===== src/rtl/tbs_event_packetizer.sv =====
// Timestamps TBS/ATBS threshold-crossing events as delta ticks since the
// previous record, buffers the records in a small FIFO and serialises each
// one into a two-byte frame on a ready/valid byte stream for the UART TX.
// The first byte of every frame has its MSB set so the host can resync.
module tbs_event_packetizer #(
  parameter int TS_PRESCALE = 80,
  parameter int FIFO_DEPTH  = 8
) (
  input  logic                          clock_i,
  input  logic                          reset_i,
  input  logic                          enable_i,
  input  logic                          event_upper_i,
  input  logic                          event_lower_i,
  output logic [7:0]                    tx_data_o,
  output logic                          tx_valid_o,
  input  logic                          tx_ready_i,
  output logic [$clog2(FIFO_DEPTH):0]   fifo_level_o,
  output logic                          dropped_o
);

  localparam int              PW            = $clog2(TS_PRESCALE);
  localparam int              AW            = $clog2(FIFO_DEPTH);
  localparam logic [PW-1:0]   PRESC_MAX     = PW'(TS_PRESCALE - 1);
  localparam logic [AW:0]     FIFO_FULL_LVL = (AW+1)'(FIFO_DEPTH);
  localparam logic [11:0]     DELTA_LAST    = 12'd4094;
  localparam logic [11:0]     TS_TIMEOUT    = 12'd4095;
  localparam logic [1:0]      KIND_UPPER    = 2'b00;
  localparam logic [1:0]      KIND_LOWER    = 2'b01;
  localparam logic [1:0]      KIND_BOTH     = 2'b10;
  localparam logic [1:0]      KIND_TIMEOUT  = 2'b11;

  typedef enum logic [1:0] {S_IDLE, S_BYTE0, S_BYTE1} ser_state_t;

  // Timestamp side
  logic [PW-1:0] presc;
  logic [11:0]   delta;
  logic          stage_valid;   // one record waiting to be pushed
  logic [13:0]   stage_rec;     // {kind[1:0], ts[11:0]}
  logic [1:0]    event_kind;
  logic          tick;
  logic          any_event;

  // FIFO
  logic [13:0]   mem [FIFO_DEPTH];
  logic [AW-1:0] wr_ptr;
  logic [AW-1:0] rd_ptr;
  logic [AW:0]   count;
  logic [13:0]   head;
  logic          fifo_empty;
  logic          fifo_full;
  logic          push;
  logic          pop;

  // Serializer
  ser_state_t    state;
  logic [6:0]    frame_lo;      // ts[6:0] of the frame being sent

  assign tick       = (presc == PRESC_MAX);
  assign any_event  = event_upper_i | event_lower_i;
  assign fifo_empty = (count == '0);
  assign fifo_full  = (count == FIFO_FULL_LVL);
  assign head       = mem[rd_ptr];
  // The serializer takes a record when idle, or right after the last byte of
  // a frame is accepted so consecutive frames stream without a bubble.
  assign pop        = !fifo_empty &&
                      ((state == S_IDLE) || (state == S_BYTE1 && tx_ready_i));
  // A same-cycle pop frees the slot, so a push into a full FIFO still lands.
  assign push       = stage_valid && (!fifo_full || pop);
  assign fifo_level_o = count;

  function automatic logic [7:0] first_byte(input logic [13:0] rec);
    return {1'b1, rec[13:12], rec[11:7]};
  endfunction

  // Classify the event pulses into the record kind
  always_comb begin
    // NOTE: every output of a combinational block gets a default first so no
    // path leaves it unassigned and a latch is never inferred.
    event_kind = KIND_UPPER;
    if (event_upper_i && event_lower_i) event_kind = KIND_BOTH;
    else if (event_lower_i)             event_kind = KIND_LOWER;
  end

  // Prescaler, delta counter and record staging (events beat timeouts)
  always_ff @(posedge clock_i or posedge reset_i) begin
    // NOTE: sequential state uses non-blocking assignments so every register
    // samples the pre-edge values and simulation matches the synthesized flops.
    if (reset_i) begin
      presc       <= '0;
      delta       <= '0;
      stage_valid <= 1'b0;
      stage_rec   <= '0;
    end else if (!enable_i) begin
      presc       <= '0;
      delta       <= '0;
      stage_valid <= 1'b0;
      stage_rec   <= '0;
    end else if (any_event) begin
      presc       <= '0;
      delta       <= '0;
      stage_valid <= 1'b1;
      stage_rec   <= {event_kind, delta};
    end else if (tick && delta == DELTA_LAST) begin
      presc       <= '0;
      delta       <= '0;
      stage_valid <= 1'b1;
      stage_rec   <= {KIND_TIMEOUT, TS_TIMEOUT};
    end else begin
      presc       <= tick ? '0 : presc + PW'(1);
      delta       <= tick ? delta + 12'd1 : delta;
      stage_valid <= 1'b0;
    end
  end

  // FIFO pointers, occupancy and the sticky drop flag
  always_ff @(posedge clock_i or posedge reset_i) begin
    if (reset_i) begin
      wr_ptr    <= '0;
      rd_ptr    <= '0;
      count     <= '0;
      dropped_o <= 1'b0;
    end else if (!enable_i) begin
      wr_ptr    <= '0;
      rd_ptr    <= '0;
      count     <= '0;
      dropped_o <= 1'b0;
    end else begin
      if (push) wr_ptr <= wr_ptr + AW'(1);
      if (pop)  rd_ptr <= rd_ptr + AW'(1);
      count <= count + (AW+1)'(push) - (AW+1)'(pop);
      if (stage_valid && !push) dropped_o <= 1'b1;
    end
  end

  // FIFO storage
  always_ff @(posedge clock_i) begin
    // NOTE: the storage array has no reset; the pointers define which entries
    // are valid, and leaving it unreset lets it map onto plain RAM.
    if (push && enable_i) mem[wr_ptr] <= stage_rec;
  end

  // Serializer FSM with registered byte and valid
  always_ff @(posedge clock_i or posedge reset_i) begin
    if (reset_i) begin
      state      <= S_IDLE;
      frame_lo   <= '0;
      tx_data_o  <= 8'h00;
      tx_valid_o <= 1'b0;
    end else if (!enable_i) begin
      state      <= S_IDLE;
      frame_lo   <= '0;
      tx_data_o  <= 8'h00;
      tx_valid_o <= 1'b0;
    end else begin
      case (state)
        S_IDLE: begin
          if (pop) begin
            frame_lo   <= head[6:0];
            tx_data_o  <= first_byte(head);
            tx_valid_o <= 1'b1;
            state      <= S_BYTE0;
          end
        end
        S_BYTE0: begin
          if (tx_ready_i) begin
            tx_data_o <= {1'b0, frame_lo};
            state     <= S_BYTE1;
          end
        end
        S_BYTE1: begin
          if (tx_ready_i) begin
            if (pop) begin
              frame_lo   <= head[6:0];
              tx_data_o  <= first_byte(head);
              tx_valid_o <= 1'b1;
              state      <= S_BYTE0;
            end else begin
              tx_data_o  <= 8'h00;
              tx_valid_o <= 1'b0;
              state      <= S_IDLE;
            end
          end
        end
        default: begin
          tx_data_o  <= 8'h00;
          tx_valid_o <= 1'b0;
          state      <= S_IDLE;
        end
      endcase
    end
  end

endmodule


===== config.mk =====
export PLATFORM = sky130hd
export DESIGN_NAME = tbs_event_packetizer
export DESIGN_NICKNAME = d
export VERILOG_FILES = /design/src/rtl/tbs_event_packetizer.sv
export SDC_FILE = /design/constraint.sdc
export NUM_CORES = 1
export LEC_CHECK = 0
export CAP_MARGIN = 20
export CORE_MARGIN = 2
export CORE_UTILIZATION = 39
export CTS_BUF_LIST = sky130_fd_sc_hd__clkbuf_16
export CTS_CLUSTER_DIAMETER = 200
export DETAILED_ROUTE_END_ITERATION = 16
export REMOVE_ABC_BUFFERS = 1
export SYNTH_ARGS = -nofsm -noshare
export SYNTH_HDL_FRONTEND = slang
export SYNTH_SLANG_ARGS = --single-unit

===== constraint.sdc =====
create_clock -name clock_i -period 3.45 [get_ports clock_i]
set_clock_uncertainty 0.15 [all_clocks]
set_input_delay 0.345 -clock clock_i [delete_from_list [all_inputs] [get_ports clock_i]]
set_output_delay 0.345 -clock clock_i [all_outputs]
set_load 0.05 [all_outputs]

**Yosys cells after proc, flatten, opt, wreduce, memory -nomap -nowiden**

Memory sizes are Yosys's and may differ from the RTL's.
Cells that the tools add are included.

- Register bits: 63
- Bits in latches: 0
- RAM bits: 112
- Bits in read-only memories: 0
- Input port bits: 6
- Output and inout port bits: 14
- Logic and storage cells: 98
- Memories kept: 1

- $add $sub $neg: 6
- Multiply operators: 0
- Div/mod/pow operators: 0
- Magnitude comparators: 0
- Equality and inequality tests: 15
- Shift operators: 0
- Multiplexer cells: 46
- Bitwise gates (word level): 1
- Reduce and logical (&&, ||, !) cells: 17

Memories:

| name | words | width | rd ports | clocked after Yosys merged registers in | wr ports | line | source |
|---|---|---|---|---|---|---|---|
| mem | 8 | 14 | 1 | 0 | 1 | 44 | `logic [13:0] mem [FIFO_DEPTH];` |

Operators with widths:

| cell | count |
|---|---|
| 7-bit two-way mux | 7 |
| 12-bit two-way mux | 4 |
| 14-bit two-way mux | 3 |
| 8-bit two-way mux | 5 |
| 8-bit case mux with 3 select lines | 1 |
| 7-bit case mux with 2 select lines | 1 |
| 1-bit two-way mux | 13 |
| 12-bit by 1-bit adder with 12-bit output (second input constant) | 1 |
| 12-bit equality test (second input constant) | 1 |
| 3-bit two-way mux | 4 |
| 2-bit two-way mux | 5 |
| 3-bit inequality test (second input constant) | 3 |
| 7-bit by 1-bit adder with 7-bit output (second input constant) | 1 |
| 7-bit equality test (second input constant) | 1 |
| 1-bit logical AND | 7 |
| 3-bit by 1-bit adder with 3-bit output (second input constant) | 2 |
| 2-bit by 1-bit inequality test with 1-bit output (second input constant) | 3 |
| 3-bit by 1-bit inequality test with 1-bit output (second input constant) | 2 |
| 2-bit case mux with 3 select lines | 1 |
| 3-bit AND reduction | 2 |
| 4-bit by 1-bit adder with 4-bit output | 1 |
| 4-bit equality test (second input constant) | 1 |
| 4-bit zero test | 1 |
| 4-bit two-way mux | 1 |
| other kinds (11) | 14 |

**Depth between registers and ports, before layout**

Gate-level depths: netlist (run 1).

- Word-level depth: 10
- Mapped depth: 12
- Gate-level depth less buffers: 11

**Worst setup path after synthesis (run 1)**

Ideal clock, no wire load.

- Kind: reg-to-reg
- Start: reg count[2] (netlist: fifo_level_o[2])
- End: mem mem[0][0] (enable)
- Setup time: 0.403 ns
- Arrival time: 2.926 ns
- Required time: 2.897 ns
- Setup slack: -0.029 ns
- Cell stages (with the launch flop): 7
- Buffers on the path: 0
- Clock period less this slack: 3.479 ns
- Path through: dfrtp_1 inv_1 ha_1 nor3b_1 o31a_1 or3_1 nor3_1

- Longest elaborated chain between the ends: 8
- Elaborated cells on any way between the ends: 10
- Those cells by class: 1 x eq/ne; 2 x mux; 7 x reduce/logical

Ends and longest elaborated chain:

| what | line | source |
|---|---|---|
| start, declared | 47 | `logic [AW:0] count;` |
| start signal, assigned | 130 | `count <= count + (AW+1)'(push) - (AW+1)'(pop);` |
| 4-bit zero test | 60 | `assign fifo_empty = (count == '0);` |
| 1-bit zero test | 65 | `assign pop = !fifo_empty &&` |
| 1-bit logical AND | 65 |  |
| 1-bit logical OR * | 68 | `assign push = stage_valid && (!fifo_full \|\| pop);` |
| 1-bit logical AND * | 68 |  |
| 1-bit logical AND * | 139 | `if (push && enable_i) mem[wr_ptr] <= stage_rec;` |
| 1-bit two-way mux * | 139 |  |
| 1-bit two-way mux (implied by the code) * | 139 |  |
| end, declared | 44 |  |

Every way passes the cells marked *; elsewhere a longest branch is shown, timed or not.

**Worst setup path in the final report (run 1)**

- Start: reg count[2] (netlist: fifo_level_o[2])
- End: reg count[1] (netlist: fifo_level_o[1])

- Longest elaborated chain between the ends: 8
- Elaborated cells on any way between the ends: 10
- Those cells by class: 2 x add/sub; 1 x eq/ne; 1 x mux; 6 x reduce/logical

Ends and longest elaborated chain:

| what | line | source |
|---|---|---|
| 4-bit zero test | 60 |  |
| 1-bit zero test | 65 |  |
| 1-bit logical AND | 65 |  |
| 1-bit logical OR | 68 |  |
| 1-bit logical AND | 68 |  |
| 4-bit by 1-bit adder with 4-bit output | 130 |  |
| 4-bit by 1-bit subtractor with 4-bit output * | 130 |  |
| 4-bit two-way mux * | 122 | `end else if (!enable_i) begin` |

Marked as above.
A chain may end at the register's enable or synchronous reset.

==> run_results.csv, run 1 <==
group,metric,value,unit
synthesis,synth-edff-count,112,
die,initial_core_util,39.9,%
setup_path,reg2reg_depth,9,
synthesis,synth_largest_area_cell,"edfxtp_1",
cts,clkSlewWorstSetupHoldPaths,0.07,ns
global_route,grt_pass1_wl,22400,um
setup_path,crit_type,"reg2reg",
routing,dr.pass1.iters,4,
die,die_w,140,um
die,row_count,49,
routing,ant_nets,0,
placement,gp_congestion,0.714,
routing,vias,3969,
synthesis,synth_cell_types,48,
power_and_ir_drop,max-vdd-ir-drop,0.541,mV
cts,cts_sinks,174,
routing,wire_per_inst,19.4,um
setup_path,cp-start-kind,"flip-flop",
routing,dr_wl_met2,6860,um
routing,drtIter0Drc,306,
setup_path,cp.arrival,2.75,ns
cts,cts_root_buf,"clkbuf_16",
layout,finish.instance_area,8370,sq um
synthesis,dominantRegCellSynth,"edfxtp_1",
synthesis,synth_top_area_share,46.8,%
global_route,grt_antenna_before_repair,0,
routing,viasPerCell,5.49,
sta,timing.hold.ws,0.143,ns
die,die-area,19500,sq um
layout,fin_nets,500,
sta,fmax,388,MHz
sta,relSlewSlack,38.1,%
global_route,grt_max_degree,47,
sta,worst_pin_slew,0.929,ns
setup_path,crit_path_start,"fifo_level_o[2]",
cts,holdBufCountCts,0,
global_route,grt_usage,15.2,%
setup_path,r2r-start,"fifo_level_o[2]",
die,ios,20,
routing,wirelength,14000,um
sta,finalCritPeriodShare,74.8,%
synthesis,synthCells,453,
sta,hold_viol,0,
synthesis,synthTopCellsByArea,"edfxtp_1 (47%), dfrtp_1 (22%), mux4_2 (8.8%)",
cts,cts_buffers,17,
synthesis,netlist_top_cells_count,"edfxtp_1 (112), dfrtp_1 (62), mux4_2 (28)",
routing,drc,0,
cts,ctsResizeCount,0,
layout,syn_to_final_growth,16.4,%
synthesis,ys_seq_area_share,68.3,%
synthesis,yosys_warnings,0,
setup_path,endpoint_kind,"flip-flop",
routing,wl_met1,6110,um
setup_path,critPathRequiredTime,3.62,ns
synthesis,synth.most_common_cell,"edfxtp_1",
sta,slew_viol_final,0,
cts,clkLatencyLatePin,0.43,ns
layout,diodes,0,
sta,period_minus_slack,2.58,ns
setup_path,cp_max_fo,5,
setup_path,rrSetupSlack,0.87,ns
synthesis,ys_ff_latch,174,
run,cap_violations,0,
global_route,grt_pass1_vias,4044,
die,core_area,18000,sq um
min_path,hold_class,"in2async",
cts,postCtsSetupBuffers,0,
cts,cts_tree,"done",
setup_path,r2r_end,"fifo_level_o[1]",
global_route,gr-total-overflow,0,
cts,cts.htree.levels,4,
power_and_ir_drop,p_per_area,705,nW/um^2
sta,setup_viol,0,
routing,wl_met3,845,um
synthesis,syn_avg_cell_area,15.9,sq um
layout,drive_above_1_share,20.2,%
synthesis,syn-cell-area,7190,sq um
placement,port_buffers,19,
cts,clockBufferDepth,2,
run_status,status,"complete, no violations",
sta,rsz0062_at_grt,"no",
placement,hpwl,9010,um
power_and_ir_drop,power_leakage,0.00299,uW
die,die_h,140,um
synthesis,synthArstFlopShare,35.6,%
placement,post_dp_cell_area,7690,sq um
routing,top_layer,"met4",
-- per-layer routing --
layer  global-route usage, %  vias up
li1                        -     1828
met1                    19.9     2020
met2                    24.7      102
met3                    4.20       19
met4                    5.21        0
met5                       0        -
-- cell usage in the layout (no fill, tap or decap), types with 2 or more instances in the layout --
cell type        instances
nand2b_1                 3
nor3b_1                  3
o221a_2                 13
clkdlybuf4s50_1         19
nand3b_1                 2
clkinvlp_4               5
o21ai_0                 27
clkbuf_16               17
and2_1                   5
nand4_1                  3
nand3_1                 10
nor3_2                   5
bufinv_16                5
or3_1                   10
ha_1                    12
xnor2_1                  6
inv_1                   12
mux4_2                  28
o31ai_1                  5
buf_4                   14
dfrtp_1                 61
inv_6                    5
edfxtp_1               112
or4_1                    4
nand2_1                 13
a21oi_1                 24
a22oi_1                  8
mux2i_1                 15
nor2_1                  17
nor2b_1                  5
o22ai_1                  2
and3_1                   5
-- state kept, by name, summed over array words and instances (netlist names), 3 cells and up --
name and flops:
stage_rec 14, presc 7, frame_lo 7, wr_ptr 3
rd_ptr 3, fifo_level_o 4, mem 112, tx_data_o 7
delta 12
-- stage by stage --
stage                     utilization (%)  power (uW)  cells  setup TNS (ns)  worst slack (ns)
after floorplan                         -        3430    427          -0.819           -0.0293
after global placement               42.7        3830    690               0             0.677
after detailed placement             42.7        3860    690               0             0.667
after CTS                            46.3        5980    722               0             0.832
after global routing                 46.5        6190    723               0             0.561
final                                46.5        5910    723               0             0.870
-- report_power, final --
group          switching (uW)  internal [uW]  total (uW)
registers                 152           2370        2520
logic                     716            560        1280
clock network             811           1300        2110
total                    1680           4230        5910
-- final cells by class --
cell class / instances / area [sq um]
inverters: 13 / 48.8
multi-input cells: 240 / 2120
repair buffers: 35 / 343
fillers: 1562 / 9650
flip-flops and latches: 174 / 4920
clock inverters: 15 / 231
well taps: 229 / 287
clock buffers: 17 / 425
-- how the worst max path moves through the flow --
| stage | cells past startpoint | slack, ns | endpoint |
|---|---|---|---|
| floorplan | 6 | -0.03 | mem[0][0] |
| global placement | 9 | 0.68 | fifo_level_o[2] |
| detailed placement | 9 | 0.67 | fifo_level_o[2] |
| CTS | 9 | 0.83 | fifo_level_o[1] |
| global route | 9 | 0.56 | fifo_level_o[1] |
| finish | 9 | 0.87 | fifo_level_o[1] |
-- critical path, stage by stage, from the launching register on --
cell and delay (ns):
dfrtp_1 0.38, inv_1 0.10, ha_1 0.16, nor3b_1 0.43
or3_1 0.25, nand2_1 0.06, o21ai_0 0.15, ha_1 0.22
fa_1 0.42, and2_1 0.15
-- kinds of logic (layout without fill, tap and decap cells) --
group | after synthesis | count (layout) | synth area share, %
buf+inv | 39 | 80 | 2.45
fa+ha+maj | 13 | 13 | 2.37
xor+xnor | 7 | 7 | 0.852
compound gates | 88 | 88 | 8.16
flops | 174 | 174 | 68.3
simple gates | 89 | 89 | 6.99
mux | 43 | 43 | 10.9
No activity file was read; power rests on OpenSTA's default activity.
==> inputs of run 2 (changes only) <==
==> constraint.sdc (replaced) <==
create_clock -name clock_i -period 2.23 [get_ports clock_i]
set_clock_uncertainty 0.15 [all_clocks]
set_input_delay 0.223 -clock clock_i [delete_from_list [all_inputs] [get_ports clock_i]]
set_output_delay 0.223 -clock clock_i [all_outputs]
set_load 0.05 [all_outputs]
==> run 2 against run 1 <==
Effect of this change:
- the run now ends with negative setup slack left
- die area is the same
- flip-flop and latch count stayed put
- sequential share of layout area decreased by 2.3 points
- highest routed layer unchanged
==> run_results.csv, run 2 (same netlist as run 1, synthesis figures left out) <==
group,metric,value,unit
run_status,status,"finished with violations",
run_status,violations,"negative setup slack",
global_route,top_usage_layer,"met2",
setup_path,crit_type,"reg2reg",
die,core_area,18000,sq um
setup_path,cp-start-kind,"flip-flop",
setup_path,crit_family,"simple AND/OR/NAND/NOR gates",
routing,drc,0,
placement,hpwl,9740,um
layout,drive_above_1_share,27.6,%
die,die_w,140,um
global_route,met2_usage,27.2,%
die,die_h,140,um
layout,syn_to_final_growth,21.1,%
sta,period_minus_slack,2.40,ns
cts,clkSlewWorstSetupHoldPaths,0.06,ns
layout,fin_nets,532,
sta,worst_slack,-0.172,ns
layout,reg.largest.list,"mem x112, stage_rec x14, delta x12",
layout,finalNonFillerCells,755,
cts,clockBufferDepth,2,
routing,vias,4146,
die,die-area,19500,sq um
layout,top_register,"mem",
layout,layout_commonest_cell,"edfxtp_1",
setup_path,endpoint_kind,"flip-flop",
power_and_ir_drop,p_per_area,1050,nW/um^2
power_and_ir_drop,max-vdd-ir-drop,0.729,mV
global_route,grt_pass1_vias,4400,
setup_path,critical_path.max_stage_delay,0.37,ns
setup_path,cp_max_fo,6,
setup_path,rrSetupSlack,-0.17,ns
routing,dr.pass1.iters,4,
global_route,grt_usage,16.2,%
layout,seqCellArea,4920,sq um
cts,cts_buffers,17,
setup_path,r2r_end,"mem[1][10]",
setup_path,cp.arrival,2.38,ns
cts,clkLatencyLatePin,0.42,ns
layout,largest_register_ffs,112,
routing,ant_nets,0,
layout,fillers,1559,
global_route,grt_pass1_wl,24100,um
routing,wirelength,14800,um
sta,fmax,416,MHz
setup_path,crit_cells,8,
sta,setup_total_negative_slack,-12.49,ns
global_route,gr-total-overflow,0,
sta,relSlewSlack,47.0,%
routing,viasPerCell,5.49,
setup_path,crit_path_start,"fifo_level_o[3]",
placement,port_buffers,19,
sta,rsz0062_at_grt,"yes",
die,ios,20,
global_route,gr-usage-met3,3.79,%
setup_path,critPathSlowestCell,"dfrtp_1",
sta,hold_viol,0,
cts,cts_tree,"done",
placement,placed_cells,720,
setup_path,reg2reg_depth,8,
layout,layout_common_cells,"edfxtp_1 (112), dfrtp_1 (61), buf_4 (30)",
run,cap_violations,0,
die,row_count,49,
sta,setup_viol,115,
global_route,grt_max_degree,41,
placement,gp_congestion,0.771,
global_route,grt_util_met1,21.4,%
routing,wire_per_inst,19.6,um
setup_path,r2r-start,"fifo_level_o[3]",
cts,cts_root_buf,"clkbuf_16",
layout,multi_input_area,2230,sq um
cts,cts_sinks,174,
power_and_ir_drop,power_leakage,0.00318,uW
setup_path,crit_buf_inv,3,
layout,diodes,0,
routing,drtIter0Drc,268,
global_route,grt_antenna_before_repair,0,
min_path,hold_class,"reg2reg",
setup_path,crit_path_end,"mem[1][10]",
die,initial_core_util,39.9,%
sta,slew_viol_final,0,
setup_path,path_cells,"inv_2 -> ha_4 -> nor3b_4 -> o31a_1 -> buf_6 -> nand3b_1 -> nor3_2 -> buf_4",
cts,cts.htree.levels,4,
sta,worst_pin_slew,0.796,ns
setup_path,critPathRequiredTime,2.21,ns
sta,finalCritPeriodShare,108,%
run 2: cell count changes in the layout (fill, tap and decap cells not counted), sizes merged:
cell	change
dlymetal6s2s	+2
buf	+31
clkdlybuf4s50	-2
dlygate4sd3	+1
inv	+2
bufinv	-3
clkinv	+1
run 2: report_power, final:
part | internal, uW | leakage [uW] | switching [uW]
clock network | 1650 | 0.000278 | 1230
logic | 1110 | 0.00102 | 1300
registers | 3670 | 0.00188 | 192
run 2: final cells by class:
| type | instances | share of cell area [%] |
|---|---|---|
| Sequential cell | 174 | 56.4 |
| Clock buffer | 17 | 4.88 |
| Timing Repair Buffer | 67 | 7.54 |
| Clock inverter | 15 | 1.74 |
| Inverter | 13 | 0.560 |
| Tap cell | 229 | 3.29 |
| Multi-Input combinational cell | 240 | 25.6 |
run 2: what timing repair did:
item                       in CTS  in global routing
hold endpoints to repair        5                  0
setup endpoints to repair     116                116
pin swaps                       9                  3
setup buffers                   3                  0
resized for setup              30                 11
hold buffers                    1                  0
run 2: metrics by stage:
step                      power, uW  hold slack (ns)  utilization (%)  area [sq um]  setup WS, ns
after global placement         6090            0.293             44.1          7950        -0.186
after CTS                      9160            0.305             48.1          8670        -0.117
after global routing           9580            0.315             48.3          8710        -0.252
after floorplan                5310            0.197                -          7070         -1.25
final                          9160            0.306             48.3          8710        -0.172
after detailed placement       6150            0.294             44.1          7950        -0.306
run 2: worst min-delay path by stage:
stage                     startpoint        to  slack, ns  depth (start not counted)
after detailed placement    presc[0]  presc[0]       0.29                          1
after CTS                   presc[0]  presc[0]       0.31                          1
after floorplan           tx_ready_i  state[0]       0.20                          1
final                       presc[0]  presc[0]       0.31                          1
after global routing        presc[0]  presc[0]       0.32                          1
after global placement      presc[0]  presc[0]       0.29                          1
run 2: per-layer routing:
metal	up-vias	share of wire, %
li1	1891	-
met1	2151	44
met2	94	51
met3	10	4.3
met4	0	1.1
met5	-	0
==> inputs of run 3 (changes only) <==
--- a/config.mk
+++ b/config.mk
@@ -11,6 +11,8 @@
 export CTS_BUF_LIST = sky130_fd_sc_hd__clkbuf_16
 export CTS_CLUSTER_DIAMETER = 200
 export DETAILED_ROUTE_END_ITERATION = 16
+export MAX_ROUTING_LAYER = met4
+export RECOVER_POWER = 100
 export REMOVE_ABC_BUFFERS = 1
 export SYNTH_ARGS = -nofsm -noshare
 export SYNTH_HDL_FRONTEND = slang
==> run 3 against run 2 <==
Effect of this change:
- the run still ends with negative setup slack left
- clock-buffer cell count is the same
- global-route usage grew 0.50 points
- flip-flop and latch count is the same
- sequential share of layout area grew 0.39 points
- worst setup slack gained 0.016 ns
- first-iteration DRC count shrank 1.5%
- die area is the same
- final area shrank 0.69%
- critical path type unchanged
==> run_results.csv, run 3 (same netlist as run 1, synthesis figures left out) <==
group,metric,value,unit
layout,diodes,0,
power_and_ir_drop,power_leakage,0.00316,uW
global_route,grt_max_degree,41,
cts,cts_buffers,17,
die,ios,20,
cts,clockBufferDepth,2,
setup_path,cp.arrival,2.35,ns
global_route,gr-total-overflow,0,
global_route,grt_pass1_wl,24100,um
setup_path,crit_family,"simple AND/OR/NAND/NOR gates",
sta,finalCritPeriodShare,107,%
layout,fin_util,48.0,%
routing,drc,0,
routing,viasPerCell,5.46,
sta,slew_viol_final,0,
layout,layout_commonest_cell,"edfxtp_1",
die,row_count,49,
setup_path,critPathSlowestCell,"dfrtp_1",
setup_path,cp_max_fo,11,
routing,wirelength,14800,um
placement,hpwl,9740,um
die,core_area,18000,sq um
power_and_ir_drop,max-vdd-ir-drop,0.702,mV
setup_path,endpoint_kind,"flip-flop",
setup_path,critPathRequiredTime,2.20,ns
die,die_w,140,um
setup_path,path_cells,"inv_2 -> ha_4 -> nor3b_4 -> o31a_1 -> buf_6 -> nand3b_1 -> nor3_2 -> buf_6",
placement,gp_congestion,0.781,
cts,cts_root_buf,"clkbuf_16",
min_path,hold_class,"reg2reg",
power_and_ir_drop,p_per_area,1050,nW/um^2
routing,vias,4121,
run,cap_violations,0,
sta,hold_viol,0,
sta,worst_slack,-0.156,ns
setup_path,crit_type,"reg2reg",
layout,layout_common_cells,"edfxtp_1 (112), dfrtp_1 (61), mux4_2 (28)",
placement,port_buffers,19,
routing,wire_per_inst,19.6,um
layout,reg.largest.list,"mem x112, stage_rec x14, delta x12",
run_status,status,"finished with violations",
setup_path,critical_path.max_stage_delay,0.37,ns
sta,setup_viol,115,
setup_path,cp-start-kind,"flip-flop",
sta,rsz0062_at_grt,"yes",
layout,syn_to_final_growth,20.3,%
cts,cts_sinks,174,
sta,period_minus_slack,2.39,ns
layout,drive_above_1_share,26.8,%
cts,clkSlewWorstSetupHoldPaths,0.06,ns
layout,largest_register_ffs,112,
sta,relSlewSlack,47.1,%
die,die-area,19500,sq um
placement,pre_cts_ws,-0.306,ns
setup_path,crit_buf_inv,3,
routing,ant_nets,0,
cts,clkLatencyLatePin,0.43,ns
cts,cts_tree,"done",
die,initial_core_util,39.9,%
layout,fillers,1579,
global_route,grt_pass1_vias,4406,
sta,fmax,419,MHz
layout,top_register,"mem",
layout,fin_nets,532,
routing,drtIter0Drc,264,
global_route,grt_usage,16.7,%
die,die_h,140,um
setup_path,crit_path_frequent_cell,"buf_6",
run_status,violations,"negative setup slack",
cts,cts.htree.levels,4,
sta,worst_pin_slew,0.794,ns
routing,dr.pass1.iters,4,
global_route,grt_antenna_before_repair,0,
sta,timing.hold.ws,0.306,ns
## run 3: cell types whose count changed in the layout (fill, tap and decap cells not counted)
cell and change:
inv_2 -1, nor3b_4 -1, dlymetal6s2s_1 -2, nor3b_2 +1, buf_2 +1, buf_12 -1, clkbuf_4 +1, inv_1 +1
clkdlybuf4s50_1 -14, buf_4 -8, dlygate4sd3_1 +14, clkbuf_1 +5, clkbuf_2 +4
## run 3: layout make-up
class | instances | area [sq um] | area share [%]
Clock inverter | 15 | 151 | 1.75
Multi-Input combinational cell | 240 | 2220 | 25.7
Clock buffer | 17 | 425 | 4.92
Inverter | 13 | 48.8 | 0.564
Timing Repair Buffer | 67 | 603 | 6.97
Tap cell | 229 | 287 | 3.31
Sequential cell | 174 | 4920 | 56.8
## run 3: layer usage
metal  wire length, um  track usage (%)  share of wire (%)
met5                 0                -                  0
met2              7570             27.2                 51
met3               555             3.85                3.8
met1              6560             21.3                 44
met4               102             4.58               0.69
## run 3: per-stage QoR
step | area [sq um] | cells | power, uW | TNS, ns
global route | 8650 | 755 | 9490 | -20.13
CTS | 8670 | 755 | 9160 | -8.80
finish | 8650 | 755 | 9070 | -10.52
floorplan | 7070 | 427 | 5310 | -111.37
global placement | 7950 | 720 | 6090 | -17.18
detailed placement | 7950 | 720 | 6150 | -19.17
## run 3: path summary, 6_finish.rpt
check                      slack (ns)  depth (start not counted)             from            to
setup / recovery                -0.16                          8  fifo_level_o[3]    mem[3][11]
hold / removal                   0.31                          1         presc[0]      presc[0]
setup reg to reg                -0.16                          8  fifo_level_o[3]    mem[3][11]
hold reg to reg                  0.31                          1         presc[0]      presc[0]
max in group asynchronous        0.43                          4          reset_i     rd_ptr[0]
min in group asynchronous        0.55                          3          reset_i  stage_rec[5]
## run 3: where the power goes
part	internal, uW	total, uW	switching, uW
logic	1040	2320	1290
registers	3670	3860	188
clock network	1650	2890	1240
## run 3: what timing repair did
item | CTS | global route
gates resized for setup | 30 | 11
hold buffers | 1 | 0
setup buffers | 3 | 0
endpoints found under the setup margin | 116 | 116
pin swaps | 9 | 3
endpoints found under the hold margin | 5 | 0
## run 3: worst register-to-register path: stages (launching register included)
cell and delay (ns):
dfrtp_1 0.37, inv_2 0.05, ha_4 0.15, nor3b_4 0.16
o31a_1 0.36, buf_6 0.14, nand3b_1 0.25, nor3_2 0.22
buf_6 0.21
